[config.mk]
export PLATFORM = sky130hd
export DESIGN_NAME = rs_bank_scheduler
export DESIGN_NICKNAME = d
export VERILOG_FILES = /design/src/rtl/rs_pkg.sv /design/src/rtl/rs_bank_ptr.sv /design/src/rtl/rs_bank_scheduler.sv
export SDC_FILE = /design/constraint.sdc
export NUM_CORES = 1
export LEC_CHECK = 0
export CAP_MARGIN = 10
export CORE_MARGIN = 3
export CORE_UTILIZATION = 49
export DETAILED_ROUTE_END_ITERATION = 7
export PLACE_DENSITY_LB_ADDON = 0.05
export REMOVE_ABC_BUFFERS = 1
export SKIP_LAST_GASP = 1
export SYNTH_ARGS = -nofsm -noshare
export SYNTH_HDL_FRONTEND = slang
export SYNTH_SLANG_ARGS = --single-unit
[constraint.sdc]
create_clock -name clk -period 1.6 [get_ports clk]
set_clock_uncertainty 0.2 [all_clocks]
set_input_delay 0.16 -clock clk [delete_from_list [all_inputs] [get_ports clk]]
set_output_delay 0.16 -clock clk [all_outputs]
set_load 0.01 [all_outputs]
[src/rtl/rs_pkg.sv]
// rs_pkg: shared types and constants for the Reed-Solomon decoder datapath
// block-memory scheduling (bank states, bank count, block lengths).
package rs_pkg;

    localparam int unsigned NBANK         = 3;
    localparam int unsigned BANK_IDX_W    = 2;
    localparam int unsigned BLK_CODED_LEN = 204;
    localparam int unsigned BLK_DATA_LEN  = 188;

    typedef enum logic [2:0] {
        BANK_FREE  = 3'd0,
        BANK_FILL  = 3'd1,
        BANK_CORR  = 3'd2,
        BANK_READY = 3'd3,
        BANK_DRAIN = 3'd4
    } bank_state_t;

    typedef logic [BANK_IDX_W-1:0] bank_idx_t;

endpackage

[src/rtl/rs_bank_ptr.sv]
// rs_bank_ptr: 2-bit round-robin bank pointer, wraps from NBANK-1 back to 0
// on each advance.
module rs_bank_ptr #(
    parameter int unsigned NBANK = 3
) (
    input  logic       clk,
    input  logic       reset,
    input  logic       i_adv,
    output logic [1:0] o_ptr
);
    import rs_pkg::*;

    bank_idx_t r_ptr;

    always_ff @(posedge clk or posedge reset) begin
        if (reset) begin
            r_ptr <= '0;
        end else if (i_adv) begin
            r_ptr <= (r_ptr == bank_idx_t'(NBANK - 1)) ? '0 : r_ptr + 1'b1;
        end
    end

    assign o_ptr = r_ptr;

endmodule

[src/rtl/rs_bank_scheduler.sv]
// rs_bank_scheduler: moves the three shared RS block memories through
// FILL -> CORR -> READY -> DRAIN. Optional counters: RS_SCHED_STATS_EN.
module rs_bank_scheduler #(
    parameter int unsigned NBANK = 3
) (
    input  logic       clk,
    input  logic       reset,
    input  logic       wr_start,
    input  logic       wr_done,
    output logic       wr_grant,
    output logic [1:0] wr_bank,
    output logic       cor_start,
    output logic [1:0] cor_bank,
    input  logic       cor_done,
    output logic       rd_start,
    output logic [1:0] rd_bank,
    input  logic       out_done,
    output logic       overflow,
    output logic       busy
`ifdef RS_SCHED_STATS_EN
   ,output logic [15:0] blk_cnt,
    output logic [7:0]  drop_cnt
`endif
);
    import rs_pkg::*;

    bank_state_t r_bank     [NBANK];
    bank_state_t w_bank_nxt [NBANK];

    bank_idx_t w_wr_ptr, w_cor_ptr, w_rd_ptr;
    bank_idx_t r_wr_bank, r_cor_bank, r_rd_bank;

    logic r_wr_busy, r_cor_busy, r_rd_busy;
    logic r_out_done_q, r_out_rise;
    logic r_wr_grant, r_overflow, r_cor_start, r_rd_start, r_busy;

    logic w_wr_grant, w_wr_ovf, w_wr_fin;
    logic w_cor_issue, w_cor_fin;
    logic w_rd_issue, w_rd_fin;
    logic w_busy_nxt;

    // Every decision reads registered bank state only, so a bank released
    // on this edge is first seen by the allocators on the following edge.
    always_comb begin
        w_wr_grant  = wr_start && !r_wr_busy && (r_bank[w_wr_ptr] == BANK_FREE);
        w_wr_ovf    = wr_start && !r_wr_busy && (r_bank[w_wr_ptr] != BANK_FREE);
        w_wr_fin    = wr_done && r_wr_busy;
        w_cor_issue = !r_cor_busy && (r_bank[w_cor_ptr] == BANK_CORR);
        w_cor_fin   = cor_done && r_cor_busy;
        w_rd_issue  = !r_rd_busy && (r_bank[w_rd_ptr] == BANK_READY);
        w_rd_fin    = r_out_rise && r_rd_busy;
        w_busy_nxt  = 1'b0;
        for (int unsigned i = 0; i < NBANK; i++) begin
            w_bank_nxt[i] = r_bank[i];
            if (w_wr_grant && (w_wr_ptr == bank_idx_t'(i)))   w_bank_nxt[i] = BANK_FILL;
            if (w_wr_fin   && (r_wr_bank == bank_idx_t'(i)))  w_bank_nxt[i] = BANK_CORR;
            if (w_cor_fin  && (r_cor_bank == bank_idx_t'(i))) w_bank_nxt[i] = BANK_READY;
            if (w_rd_issue && (w_rd_ptr == bank_idx_t'(i)))   w_bank_nxt[i] = BANK_DRAIN;
            if (w_rd_fin   && (r_rd_bank == bank_idx_t'(i)))  w_bank_nxt[i] = BANK_FREE;
            if (w_bank_nxt[i] != BANK_FREE) w_busy_nxt = 1'b1;
        end
    end

    always_ff @(posedge clk or posedge reset) begin
        if (reset) begin
            for (int unsigned i = 0; i < NBANK; i++) r_bank[i] <= BANK_FREE;
            r_wr_busy    <= 1'b0;
            r_cor_busy   <= 1'b0;
            r_rd_busy    <= 1'b0;
            r_wr_bank    <= '0;
            r_cor_bank   <= '0;
            r_rd_bank    <= '0;
            r_out_done_q <= 1'b0;
            r_out_rise   <= 1'b0;
            r_wr_grant   <= 1'b0;
            r_overflow   <= 1'b0;
            r_cor_start  <= 1'b0;
            r_rd_start   <= 1'b0;
            r_busy       <= 1'b0;
        end else begin
            for (int unsigned i = 0; i < NBANK; i++) r_bank[i] <= w_bank_nxt[i];
            r_out_done_q <= out_done;
            r_out_rise   <= out_done && !r_out_done_q;
            r_wr_grant   <= w_wr_grant;
            r_overflow   <= w_wr_ovf;
            r_cor_start  <= w_cor_issue;
            r_rd_start   <= w_rd_issue;
            r_busy       <= w_busy_nxt;

            if (w_wr_grant) begin
                r_wr_busy <= 1'b1;
                r_wr_bank <= w_wr_ptr;
            end else if (w_wr_fin) begin
                r_wr_busy <= 1'b0;
            end

            if (w_cor_issue) begin
                r_cor_busy <= 1'b1;
                r_cor_bank <= w_cor_ptr;
            end else if (w_cor_fin) begin
                r_cor_busy <= 1'b0;
            end

            if (w_rd_issue) begin
                r_rd_busy <= 1'b1;
                r_rd_bank <= w_rd_ptr;
            end else if (w_rd_fin) begin
                r_rd_busy <= 1'b0;
            end
        end
    end

    rs_bank_ptr #(.NBANK(NBANK)) u_wr_ptr (
        .clk   (clk),
        .reset (reset),
        .i_adv (w_wr_grant),
        .o_ptr (w_wr_ptr)
    );

    rs_bank_ptr #(.NBANK(NBANK)) u_cor_ptr (
        .clk   (clk),
        .reset (reset),
        .i_adv (w_cor_fin),
        .o_ptr (w_cor_ptr)
    );

    rs_bank_ptr #(.NBANK(NBANK)) u_rd_ptr (
        .clk   (clk),
        .reset (reset),
        .i_adv (w_rd_fin),
        .o_ptr (w_rd_ptr)
    );

    assign wr_grant  = r_wr_grant;
    assign wr_bank   = r_wr_bank;
    assign cor_start = r_cor_start;
    assign cor_bank  = r_cor_bank;
    assign rd_start  = r_rd_start;
    assign rd_bank   = r_rd_bank;
    assign overflow  = r_overflow;
    assign busy      = r_busy;

`ifdef RS_SCHED_STATS_EN
    logic [15:0] r_blk_cnt;
    logic [7:0]  r_drop_cnt;

    // blk_cnt wraps; drop_cnt saturates so a long outage stays visible.
    always_ff @(posedge clk or posedge reset) begin
        if (reset) begin
            r_blk_cnt  <= '0;
            r_drop_cnt <= '0;
        end else begin
            if (w_rd_fin) r_blk_cnt <= r_blk_cnt + 1'b1;
            if (w_wr_ovf && (r_drop_cnt != '1)) r_drop_cnt <= r_drop_cnt + 1'b1;
        end
    end

    assign blk_cnt  = r_blk_cnt;
    assign drop_cnt = r_drop_cnt;
`endif

endmodule

**Word level (Yosys, flattened, before mapping)**

Cells that the tools add are included.

- Bits in registers: 31
- Bits of input ports: 6
- Word-level logic and storage cells: 118

- Add/sub/neg operators: 3
- Order comparisons: 3
- Equal/unequal tests: 13
- Muxes and demuxes: 36
- Bitwise logic cells: 3
- Reduce and logical (&&, ||, !) cells: 41

Operators with widths:

| operator | count |
|---|---|
| $mux W3 | 21 |
| $logic_and A1 B1 Y1 | 24 |
| $bmux W3 S2 | 3 |
| $eq A2 B2 Y1 const B | 6 |
| $reduce_bool A3 Y1 | 4 |
| $eq A2 B1 Y1 const B | 5 |
| $logic_not A2 Y1 | 5 |
| $ge A3 B3 Y1 const B | 3 |
| $mux W1 | 9 |
| $not A2 Y3 | 3 |
| $add A2 B1 Y2 const B | 3 |
| $eq A3 B2 Y1 const B | 2 |
| $mux W2 | 3 |
| $reduce_bool A2 Y1 | 3 |
| $logic_not A1 Y1 | 4 |
| $logic_not A3 Y1 | 1 |

**Logic depth before layout (Yosys ltp)**

Gate-level depths: netlist of run 1.

- Depth after elaboration: 16
- Mapped depth: 4

**By module**

Synthesis of run 1 repeated with hierarchy kept, for this count alone.

- Cell total of the unflattened synthesis: 135
- Area, all modules: 1445.1 um^2

By module, submodules not included:

| module | times used | cells an instance | area each (um^2) |
|---|---|---|---|
| rs_bank_scheduler | 1 | 114 | 1193.6 |
| rs_bank_ptr | 3 | 7 | 83.8 |

**Least setup slack after synthesis of run 1**

OpenSTA, ideal clock, no wires.

- Path type: reg2reg
- Start point: register u_wr_ptr.r_ptr[1], in the netlist u_wr_ptr.o_ptr[1]
- End point: register r_wr_bank[0], in the netlist wr_bank[0]
- Library setup time: 0.125 ns
- Arrival: 1.458 ns
- Path slack: -0.183 ns
- Stages on the path, launching flop included: 5
- Cells stage by stage: dfrtp_1 > nor4_2 > nor3_1 > a211oi_2 > mux2_2

- Longest elaborated chain between the ends: 6

Ends and longest elaborated chain:

| what | line | source |
|---|---|---|
| from (decl) | rs_bank_ptr.sv:13 | `bank_idx_t r_ptr;` |
| from (signal assigned) | rs_bank_ptr.sv:19 | `r_ptr <= (r_ptr == bank_idx_t'(NBANK - 1)) ? '0 : r_ptr + 1'b1;` |
| $not A2 Y3 (not written as such) | rs_bank_scheduler.sv:45 | `w_wr_grant = wr_start && !r_wr_busy && (r_bank[w_wr_ptr] == BANK_FREE);` |
| $bmux W3 S2 | rs_bank_scheduler.sv:45 |  |
| $mux W3 (not written as such) (2 in a row) | rs_bank_scheduler.sv:45 |  |
| $logic_not A3 Y1 | rs_bank_scheduler.sv:45 |  |
| $logic_and A1 B1 Y1 | rs_bank_scheduler.sv:45 |  |
| net u_wr_ptr.i_adv | rs_bank_ptr.sv:8 | `input logic i_adv,` |
| to (signal assigned) | rs_bank_scheduler.sv:92 | `r_wr_bank <= w_wr_ptr;` |
| to (decl) | rs_bank_scheduler.sv:31 | `bank_idx_t r_wr_bank, r_cor_bank, r_rd_bank;` |

The timed path passes the listed nets, and every way through them passes these cells. The select of a mux whose other input is x is not followed.
A chain may end at the register's enable or synchronous reset.

**Worst setup path in the final report of run 1**

- Start point: register r_rd_busy
- End point: register r_busy, in the netlist busy

- Longest elaborated chain between the ends: 9

Ends and longest elaborated chain:

| what | line | source |
|---|---|---|
| from (decl) | rs_bank_scheduler.sv:33 | `logic r_wr_busy, r_cor_busy, r_rd_busy;` |
| from (signal assigned) | rs_bank_scheduler.sv:69 | `r_rd_busy <= 1'b0;` |
| from (signal assigned) | rs_bank_scheduler.sv:105 | `r_rd_busy <= 1'b1;` |
| from (signal assigned) | rs_bank_scheduler.sv:108 | `r_rd_busy <= 1'b0;` |
| $logic_not A1 Y1 | rs_bank_scheduler.sv:50 | `w_rd_issue = !r_rd_busy && (r_bank[w_rd_ptr] == BANK_READY);` |
| $logic_and A1 B1 Y1 | rs_bank_scheduler.sv:50 |  |
| $logic_and A1 B1 Y1 | rs_bank_scheduler.sv:58 | `if (w_rd_issue && (w_rd_ptr == bank_idx_t'(i))) w_bank_nxt[i] = BANK_DRAIN;` |
| $mux W3 | rs_bank_scheduler.sv:58 |  |
| $mux W3 | rs_bank_scheduler.sv:59 | `if (w_rd_fin && (r_rd_bank == bank_idx_t'(i))) w_bank_nxt[i] = BANK_FREE;` |
| $reduce_bool A3 Y1 | rs_bank_scheduler.sv:60 | `if (w_bank_nxt[i] != BANK_FREE) w_busy_nxt = 1'b1;` |
| $mux W1 (2 in a row) | rs_bank_scheduler.sv:60 |  |
| $mux W1 * | rs_bank_scheduler.sv:60 |  |
| net w_busy_nxt | rs_bank_scheduler.sv:40 | `logic w_busy_nxt;` |
| to (signal assigned) | rs_bank_scheduler.sv:88 | `r_busy <= w_busy_nxt;` |
| to (decl) | rs_bank_scheduler.sv:35 | `logic r_wr_grant, r_overflow, r_cor_start, r_rd_start, r_busy;` |

The timed path passes the listed nets; every way through them passes the cells marked *.

==> results of run 1 <==
[metrics by stage]
step | TNS, ps | setup WS, ps | power [uW] | instances | hold slack, ps
floorplan | -703 | -183 | 2250 | 128 | -8.57
global placement | -2870 | -419 | 3290 | 219 | 184
finish | -2320 | -407 | 4880 | 241 | -1.26
CTS | -1310 | -193 | 4400 | 237 | 2.03
global route | -3580 | -419 | 5100 | 241 | 13.2
detailed placement | -3160 | -451 | 3360 | 219 | 192
[worst register-to-register path: cells and delay by family, from the launching register on]
family          cells  cell delay, ps
simple gates        3            1170
flops               1             420
compound gates      1             100
[kinds of logic after synthesis]
group                  share of synthesized area (%)
muxes                                           3.98
DFF                                             54.8
buffers and inverters                           2.12
AOI/OAI and AO/OA                               13.4
and+or+nand+nor                                 25.7
[cell usage in the layout, fill, tap and decap left out, types with 4 or more instances in the layout]
cell | Yosys | routed
sky130_fd_sc_hd__dfrtp_1 | 31 | 30
sky130_fd_sc_hd__inv_1 | 8 | 6
sky130_fd_sc_hd__buf_4 | 0 | 46
sky130_fd_sc_hd__clkbuf_4 | 0 | 5
sky130_fd_sc_hd__nor3_2 | 0 | 4
sky130_fd_sc_hd__dlygate4sd2_1 | 0 | 6
sky130_fd_sc_hd__clkdlybuf4s50_1 | 0 | 8
sky130_fd_sc_hd__a21oi_1 | 7 | 4
sky130_fd_sc_hd__nand2_1 | 6 | 6
sky130_fd_sc_hd__nor3b_1 | 4 | 4
sky130_fd_sc_hd__nor2_1 | 11 | 8
sky130_fd_sc_hd__buf_6 | 0 | 13
sky130_fd_sc_hd__a21o_1 | 5 | 5
[sequential cells by signal, summed over array words and instances, names as in the netlist]
| name | cells |
|---|---|
| rd_bank | 2 |
| overflow | 1 |
| cor_bank | 2 |
| r_rd_busy | 1 |
| rd_start | 1 |
| r_cor_busy | 1 |
| cor_start | 1 |
| wr_bank | 2 |
| u_rd_ptr.o_ptr | 2 |
| r_out_done_q | 1 |
| r_wr_busy | 1 |
| r_bank | 9 |
| busy | 1 |
| r_out_rise | 1 |
| wr_grant | 1 |
| u_cor_ptr.o_ptr | 2 |
| u_wr_ptr.o_ptr | 2 |
[how the worst max path moves through the flow]
stage                            startpoint    endpoint  slack [ps]  depth (start not counted)
final                             r_rd_busy        busy        -410                          4
after global routing              r_rd_busy        busy        -420                          4
after CTS                         r_bank[6]  wr_bank[0]        -190                          5
after detailed placement           cor_done        busy        -450                          5
after global placement              wr_done        busy        -420                          5
after floorplan           u_wr_ptr.o_ptr[1]  wr_bank[0]        -180                          4
[where the power goes]
| group | switching [uW] | internal, uW | total [uW] | leakage [uW] |
|---|---|---|---|---|
| logic | 1250 | 1620 | 2870 | 0.000735 |
| registers | 381 | 1110 | 1490 | 0.000385 |
| clock network | 269 | 258 | 527 | 0.0000386 |
| total | 1900 | 2990 | 4880 | 0.00116 |
[final cells by class]
| type | count | area (um^2) |
|---|---|---|
| Clock buffer | 8 | 68.8 |
| Fill cell | 103 | 230 |
| Inverter | 8 | 30.0 |
| Multi-Input combinational cell | 89 | 820 |
| Sequential cell | 31 | 777 |
| Tap cell | 30 | 37.5 |
| Timing Repair Buffer | 75 | 649 |
[routing by layer]
metal	global-route usage [%]	wire, um	vias to the layer above
met5	0	0	-
met4	10.4	163	0
met3	7.56	362	18
met2	44.4	2480	68
met1	32.5	2080	758
li1	-	-	638
[repair_timing]
action,CTS,global route
setup buffers,11,7
endpoints found under the setup margin,21,24
resized for setup,36,30
pin swaps,17,13
hold buffers,0,0
==> tab_implementation.tex, run 1 <==
\begin{tabular}{lr}
\hline
Metric & Value \\
\hline
\multicolumn{2}{l}{\textbf{Logic synthesis}} \\
\quad Count leader, synth & sky130\_fd\_sc\_hd\_\_dfrtp\_1 \\
\quad Number of cells produced by synthesis & 128 \\
\quad FFs w/ async S/R, synth & 100\% \\
\quad Unique cell type count in the Yosys netlist & 35 \\
\quad Most area-hungry cell type in the Yosys netlist & sky130\_fd\_sc\_hd\_\_dfrtp\_1 \\
\quad Warnings, synthesis & 0 \\
\quad Top post-synthesis cells by count & 31 x sky130\_fd\_sc\_hd\_\_dfrtp\_1, 11 x sky130\_fd\_sc\_hd\_\_nor2\_1, 8 x sky130\_fd\_sc\_hd\_\_inv\_1, 8 x sky130\_fd\_sc\_hd\_\_nor3\_1, 7 x sky130\_fd\_sc\_hd\_\_a21oi\_1 \\
\quad Seq/Total Area, Yosys & 54.8\% \\
\quad Predominant post-synthesis flop cell & sky130\_fd\_sc\_hd\_\_dfrtp\_1 \\
\quad Post-synthesis register bit count & 31 \\
\quad Average cell area after synthesis & 11.1 um\^{}2 \\
\quad Top cells by area, synth & sky130\_fd\_sc\_hd\_\_dfrtp\_1 55\%, sky130\_fd\_sc\_hd\_\_mux2\_2 4.0\%, sky130\_fd\_sc\_hd\_\_nor2\_1 2.9\% \\
\quad Area of the mapped netlist & 1420 um\^{}2 \\
\quad Number of enable-type register cells in the synthesized netlist & 0 \\
\quad Post-synth top area share & approximately 55\% \\
\multicolumn{2}{l}{\textbf{Routing}} \\
\quad Antenna violation net count after detailed routing & 0 \\
\quad DRC marker count from the first detailed-route iteration & 113 \\
\quad Vias per cell & 6.15 \\
\quad Routed WL per cell & $\sim$21 um \\
\quad Post-Route WL & 5.08 mm \\
\quad DR DRC count & 0 \\
\quad Detailed-router iteration count before antenna repair & 4 \\
\quad Via count of the routed design & 1482 \\
\multicolumn{2}{l}{\textbf{Worst setup path}} \\
\quad Maximum fanout along the worst path & 4 \\
\quad Endpoint required time on the critical path & 1610 ps \\
\quad Setup slack, reg-to-reg & -410 ps \\
\quad Worst EP arrival & between 2000 and 2500 ps \\
\quad Worst setup path category & register to register \\
\quad Max incr delay on CP & 530 ps \\
\quad Cells traversed along the worst timing path & nand2\_1 -> nor3b\_1 -> a31oi\_1 -> or4\_1 \\
\quad WP buf/inv & 0 \\
\quad Standard cell with the maximum stage delay on the critical path & sky130\_fd\_sc\_hd\_\_or4\_1 \\
\quad Count of cells along the worst register-to-register path & 4 \\
\quad Cell family with most CP delay & simple AND/OR/NAND/NOR gates \\
\quad Critical Path Source Type & register \\
\quad Nature of the critical path endpoint & register \\
\quad Startpoint of the worst-slack reg-to-reg timing path & r\_rd\_busy \\
\quad End of the worst register-to-register path & busy \\
\multicolumn{2}{l}{\textbf{Die}} \\
\quad Area of the die & 3570 um\^{}2 \\
\quad Die Wd & 59.7 um \\
\quad Core area & between 2000 and 3000 um\^{}2 \\
\quad DIE HEIGHT & 59.7 um \\
\quad Initial Utilization & 54.2\% \\
\quad Core Rows & 18 \\
\quad Num ports & 17 \\
\multicolumn{2}{l}{\textbf{Clocking}} \\
\quad H-tree levels & 2 \\
\quad Number of buffers between clock root and the deepest sink & 2 \\
\quad Clock Sinks & 31 \\
\quad Clock Tree Root & sky130\_fd\_sc\_hd\_\_clkbuf\_4 \\
\quad CTS tree & done \\
\quad Clock-pin slew on the worst setup and hold paths & 100 ps \\
\quad Total CTS buffers & 5 \\
\quad Clock latency on the worst-skew pair & roughly 340 ps \\
\multicolumn{2}{l}{\textbf{Status}} \\
\quad Failing checks & hold timing, setup timing \\
\quad Outcome & finished, violations left \\
\multicolumn{2}{l}{\textbf{Cells and area}} \\
\quad Share of cells above drive strength 1 & between 40 and 50\% \\
\quad Post-synthesis to final-layout area growth & 68.3\% \\
\quad Final std cell area, no fill & 2380 um\^{}2 \\
\quad Share of the core filled with cells in the final layout & 91.2\% \\
\quad Post-layout nets & 216 \\
\quad Number of antenna repair diodes & 0 \\
\multicolumn{2}{l}{\textbf{Timing}} \\
\quad Worst-case setup margin in the final layout & -407 ps \\
\quad Post-route minimum period & about 2000 ps \\
\quad Hold\_ws & -1.26 ps \\
\quad Worst-case headroom to the max-slew limit & 66.4\% \\
\quad Final hold viol count & 3 \\
\quad Crit share post-route & 125\% \\
\quad Highest clock rate & approximately 500 MHz \\
\quad Final setup violation count & 17 \\
\quad Pin slew with the least headroom to its limit & 503 ps \\
\quad Max-slew violation total from the final report & 0 \\
\quad Setup repair after global routing missed its margin & true \\
\multicolumn{2}{l}{\textbf{Placement}} \\
\quad Post-DP Area & 1950 um\^{}2 \\
\quad Final HPWL from detailed placement & 2.55 mm \\
\quad Port-buffer cells & 16 \\
\quad RePlAce Congestion & 0.857 \\
\multicolumn{2}{l}{\textbf{Flow run}} \\
\quad Maximum Capacitance Violations & 0 \\
\multicolumn{2}{l}{\textbf{Pwr}} \\
\quad Static leakage & between 0.001 and 0.0015 uW \\
\quad Pwr/cell area & 2050 nW/um\^{}2 \\
\quad Worst IR Drop VDD & 0.00162 V \\
\multicolumn{2}{l}{\textbf{GRT}} \\
\quad Number of global-route vias before repair & 1438 \\
\quad GRT overflow & 0 \\
\quad Global-route wire length before repair & 6.90 mm \\
\quad Global-route usage over all layers & 26.7\% \\
\quad Antenna violations before repair & 0 \\
\quad Largest net degree at the start of global routing & 32 \\
\multicolumn{2}{l}{\textbf{Min path}} \\
\quad Kind of path behind the tightest hold check & input pin to async pin \\
\hline
\end{tabular}
(Power assumes the default switching activity.)
==> run 2: changes to the inputs <==
--- a/config.mk
+++ b/config.mk
@@ -16,2 +16,3 @@
 export SYNTH_HDL_FRONTEND = slang
+export SYNTH_HIERARCHICAL = 1
 export SYNTH_SLANG_ARGS = --single-unit
--- a/constraint.sdc
+++ b/constraint.sdc
@@ -4,2 +4,2 @@
 set_output_delay 0.16 -clock clk [all_outputs]
-set_load 0.01 [all_outputs]
+set_load 0.005 [all_outputs]
==> run 2 against run 1 <==
  * The run ends with setup timing left
  * Register-to-register slack worse by 30 ps
  * Largest power group unchanged
  * Via count is 4.5% lower
  * Largest cell class is now sequential cells
  * Sequential share of layout area is 1.0 points higher
  * Sequential cell count stayed put
  * Fmax is 1.5% lower
==> tab_implementation.tex, run 2 <==
\begin{tabular}{lr}
\hline
Metric & Value \\
\hline
\multicolumn{2}{l}{\textbf{GRT}} \\
\quad Global-route wire length before repair & 7.10 mm (+2.9\%) \\
\quad Met1 track utilization from global routing & 33.1\% (+0.55 points) \\
\quad GRT met2 Usage & 45.4\% (+0.93 points) \\
\quad Antenna violations before repair & 0 (unchanged) \\
\quad Number of global-route vias before repair & 1517 (+5.5\%) \\
\quad Largest net degree at the start of global routing & 26 (-19\%) \\
\quad Layer with the highest usage after global routing & met2 \\
\quad M3 GR Usage & 6.91\% (-0.65 points) \\
\quad Global-route usage over all layers & 27.3\% (+0.61 points) \\
\quad GRT overflow & 0 (unchanged) \\
\multicolumn{2}{l}{\textbf{Logic synthesis}} \\
\quad Top cells by area, synth & sky130\_fd\_sc\_hd\_\_dfrtp\_1 54\%, sky130\_fd\_sc\_hd\_\_mux2i\_1 4.8\%, sky130\_fd\_sc\_hd\_\_inv\_1 3.6\% \\
\quad Number of enable-type register cells in the synthesized netlist & 0 (unchanged) \\
\quad Area of the mapped netlist & 1450 um\^{}2 (+2.1\%) \\
\quad Most area-hungry cell type in the Yosys netlist & sky130\_fd\_sc\_hd\_\_dfrtp\_1 \\
\quad Top post-synthesis cells by count & 31 x sky130\_fd\_sc\_hd\_\_dfrtp\_1, 14 x sky130\_fd\_sc\_hd\_\_inv\_1, 12 x sky130\_fd\_sc\_hd\_\_nor2\_1 \\
\quad Number of cells produced by synthesis & 135 (+5.5\%) \\
\quad FFs w/ async S/R, synth & 100\% (unchanged) \\
\quad Unique cell type count in the Yosys netlist & 36 (+2.9\%) \\
\quad Warnings, synthesis & 6 (+6) \\
\quad Predominant post-synthesis flop cell & sky130\_fd\_sc\_hd\_\_dfrtp\_1 \\
\quad Post-synthesis register bit count & 31 (unchanged) \\
\quad Seq/Total Area, Yosys & 53.7\% (-1.1 points) \\
\quad Count leader, synth & sky130\_fd\_sc\_hd\_\_dfrtp\_1 \\
\quad Average cell area after synthesis & 10.7 um\^{}2 (-3.2\%) \\
\quad Post-synth top area share & 53.7\% (-1.1 points) \\
\multicolumn{2}{l}{\textbf{Worst setup path}} \\
\quad Worst setup path category & register to register \\
\quad Critical path origin & r\_bank[5] \\
\quad Critical Path Source Type & register \\
\quad Count of cells along the worst register-to-register path & 4 (unchanged) \\
\quad Endpoint required time on the critical path & 1620 ps (about the same) \\
\quad Nature of the critical path endpoint & register \\
\quad Setup slack, reg-to-reg & -440 ps (-30 ps) \\
\quad Startpoint of the worst-slack reg-to-reg timing path & r\_bank[5] \\
\quad Worst EP arrival & 2060 ps (+40 ps) \\
\quad Maximum fanout along the worst path & 3 (-1) \\
\multicolumn{2}{l}{\textbf{Clocking}} \\
\quad Number of buffers between clock root and the deepest sink & 2 (unchanged) \\
\quad Clock Sinks & 31 (unchanged) \\
\quad Clock latency on the worst-skew pair & 340 ps (about the same) \\
\quad Clock Tree Root & sky130\_fd\_sc\_hd\_\_clkbuf\_4 \\
\quad Total CTS buffers & 5 (unchanged) \\
\quad H-tree levels & 2 (unchanged) \\
\quad Clock-pin slew on the worst setup and hold paths & 100 ps (about the same) \\
\quad CTS tree & done \\
\multicolumn{2}{l}{\textbf{Die}} \\
\quad Core area & 2780 um\^{}2 (+6.5\%) \\
\quad Num ports & 17 (unchanged) \\
\quad DIE HEIGHT & 60.3 um (+0.95\%) \\
\quad Die Wd & 60.3 um (+0.95\%) \\
\quad Initial Utilization & 52.0\% (-2.2 points) \\
\quad Core Rows & 19 (+1) \\
\quad Area of the die & 3640 um\^{}2 (+1.9\%) \\
\multicolumn{2}{l}{\textbf{Timing}} \\
\quad Post-route setup TNS & -3630 ps (-1310 ps) \\
\quad Final setup violation count & 15 (-2) \\
\quad Post-route minimum period & 2040 ps (+30.7 ps) \\
\quad Setup repair after global routing missed its margin & true \\
\quad Crit share post-route & 127\% (+1.9 points) \\
\quad Worst-case headroom to the max-slew limit & 74.9\% (+8.5 points) \\
\quad Final hold viol count & 0 (-3) \\
\quad Max-slew violation total from the final report & 0 (unchanged) \\
\quad Worst-case setup margin in the final layout & -438 ps (-30.7 ps) \\
\quad Highest clock rate & 491 MHz (-1.5\%) \\
\quad Hold\_ws & 91.3 ps (+92.6 ps) \\
\quad Pin slew with the least headroom to its limit & 373 ps (-130 ps) \\
\multicolumn{2}{l}{\textbf{Flow run}} \\
\quad Maximum Capacitance Violations & 0 (unchanged) \\
\multicolumn{2}{l}{\textbf{Pwr}} \\
\quad Pwr/cell area & 2020 nW/um\^{}2 (-1.7\%) \\
\quad Static leakage & 0.00112 uW (-3.2\%) \\
\quad Worst IR Drop VDD & 0.00165 V (+1.7\%) \\
\multicolumn{2}{l}{\textbf{Status}} \\
\quad Outcome & finished, violations left \\
\quad Failing checks & setup timing \\
\multicolumn{2}{l}{\textbf{Placement}} \\
\quad RePlAce Congestion & 0.886 (+3.4\%) \\
\quad Port-buffer cells & 16 (unchanged) \\
\quad Post-DP Area & 1960 um\^{}2 (+0.58\%) \\
\quad Final HPWL from detailed placement & 2.69 mm (+5.4\%) \\
\quad Post-placement setup slack & -594 ps (-143 ps) \\
\multicolumn{2}{l}{\textbf{Cells and area}} \\
\quad Post-synthesis to final-layout area growth & 60.3\% \\
\quad Number of antenna repair diodes & 0 (unchanged) \\
\quad Number of flip-flops in the largest register & 9 (unchanged) \\
\quad Leading cell type in the layout, fill and taps excluded & sky130\_fd\_sc\_hd\_\_buf\_4 \\
\quad Final std cell area, no fill & 2320 um\^{}2 (-2.7\%) \\
\quad Largest register by flop count & r\_bank \\
\quad Share of cells above drive strength 1 & 46.0\% (-3.7 points) \\
\quad Most frequent cells in the layout & 48 x sky130\_fd\_sc\_hd\_\_buf\_4, 28 x sky130\_fd\_sc\_hd\_\_dfrtp\_1, 12 x sky130\_fd\_sc\_hd\_\_inv\_1 \\
\quad Post-layout nets & 221 (+2.3\%) \\
\multicolumn{2}{l}{\textbf{Min path}} \\
\quad Worst Min Path Start & out\_done \\
\quad Kind of path behind the tightest hold check & input pin to register \\
\quad Cells on Worst Hold Path & 1 \\
\multicolumn{2}{l}{\textbf{Routing}} \\
\quad DRC marker count from the first detailed-route iteration & 82 (-27\%) \\
\quad Detailed-router iteration count before antenna repair & 4 (unchanged) \\
\quad Antenna violation net count after detailed routing & 0 (unchanged) \\
\quad Via count of the routed design & 1415 (-4.5\%) \\
\quad DR DRC count & 0 (unchanged) \\
\quad Routed WL per cell & 18.0 um (-14\%) \\
\quad Vias per cell & 5.75 (-6.5\%) \\
\quad Post-Route WL & 4.44 mm (-13\%) \\
\hline
\end{tabular}
==> run 2: cell count changes in the layout (fill, tap and decap cells not counted), sizes merged, moves of 3 or more <==
cell and delta:
mux2i +7, and2 +3, a21o -3, nand2 +5, nor3b -3, a21oi -4
nor3 -3, inv +6, a311oi +3
==> run 2: timing repair <==
item | in CTS | in global routing
setup buffers | 12 | 5
hold buffers | 1 | 0
gates resized for setup | 34 | 22
endpoints found under the hold margin | 6 | 0
pin swaps | 10 | 9
setup endpoints to repair | 22 | 22
==> run 2: cells by family after synthesis <==
kind of cell | Yosys count | share of synthesized area, %
AOI/OAI and AO/OA | 24 | 11.9
buffers and inverters | 15 | 3.98
DFF | 31 | 53.7
muxes | 11 | 7.97
and+or+nand+nor | 54 | 22.4
==> run 2: critical path, stage by stage, from the launching register on <==
cell	delay [ps]
sky130_fd_sc_hd__dfrtp_1	420
sky130_fd_sc_hd__nand3b_4	170
sky130_fd_sc_hd__or4b_4	510
sky130_fd_sc_hd__o211a_4	160
sky130_fd_sc_hd__or4_1	470
==> run 2: path summary, 6_finish.rpt <==
check / endpoint
min in group asynchronous: u_cor_ptr/o_ptr[1]
min: r_out_done_q
max in group asynchronous: r_bank[4]
max reg2reg: busy
max: busy
min reg2reg: r_out_rise
==> run 2: layout make-up <==
type | count | area [um^2]
multi-input cells | 89 | 763
clock inverters | 1 | 5.00
repair buffers | 74 | 627
flip-flops and latches | 31 | 779
well taps | 31 | 38.8
fillers | 154 | 464
inverters | 14 | 52.6
clock buffers | 6 | 51.3
==> run 2: stage by stage <==
stage	util [%]	instances	power, uW
2_1_floorplan	-	134	2250
3_3_place_gp	70.5	224	3280
3_5_place_dp	70.5	224	3370
4_1_cts	80.0	243	4320
5_1_grt	83.3	246	4920
6_report	83.3	246	4670
==> run 2: where the power goes <==
group / internal (uW) / total, uW / switching (uW)
Sequential: 1120 / 1490 / 373
Combinational: 1570 / 2700 / 1140
Clock: 203 / 473 / 270
Total: 2890 / 4670 / 1780
==> run 2: layer usage <==
layer	routed length (um)	part of all wire, %	vias up
met5	0	0	-
met4	72	1.6	0
met3	237	5.3	10
met2	2290	52	52
met1	1840	41	708
li1	-	-	645
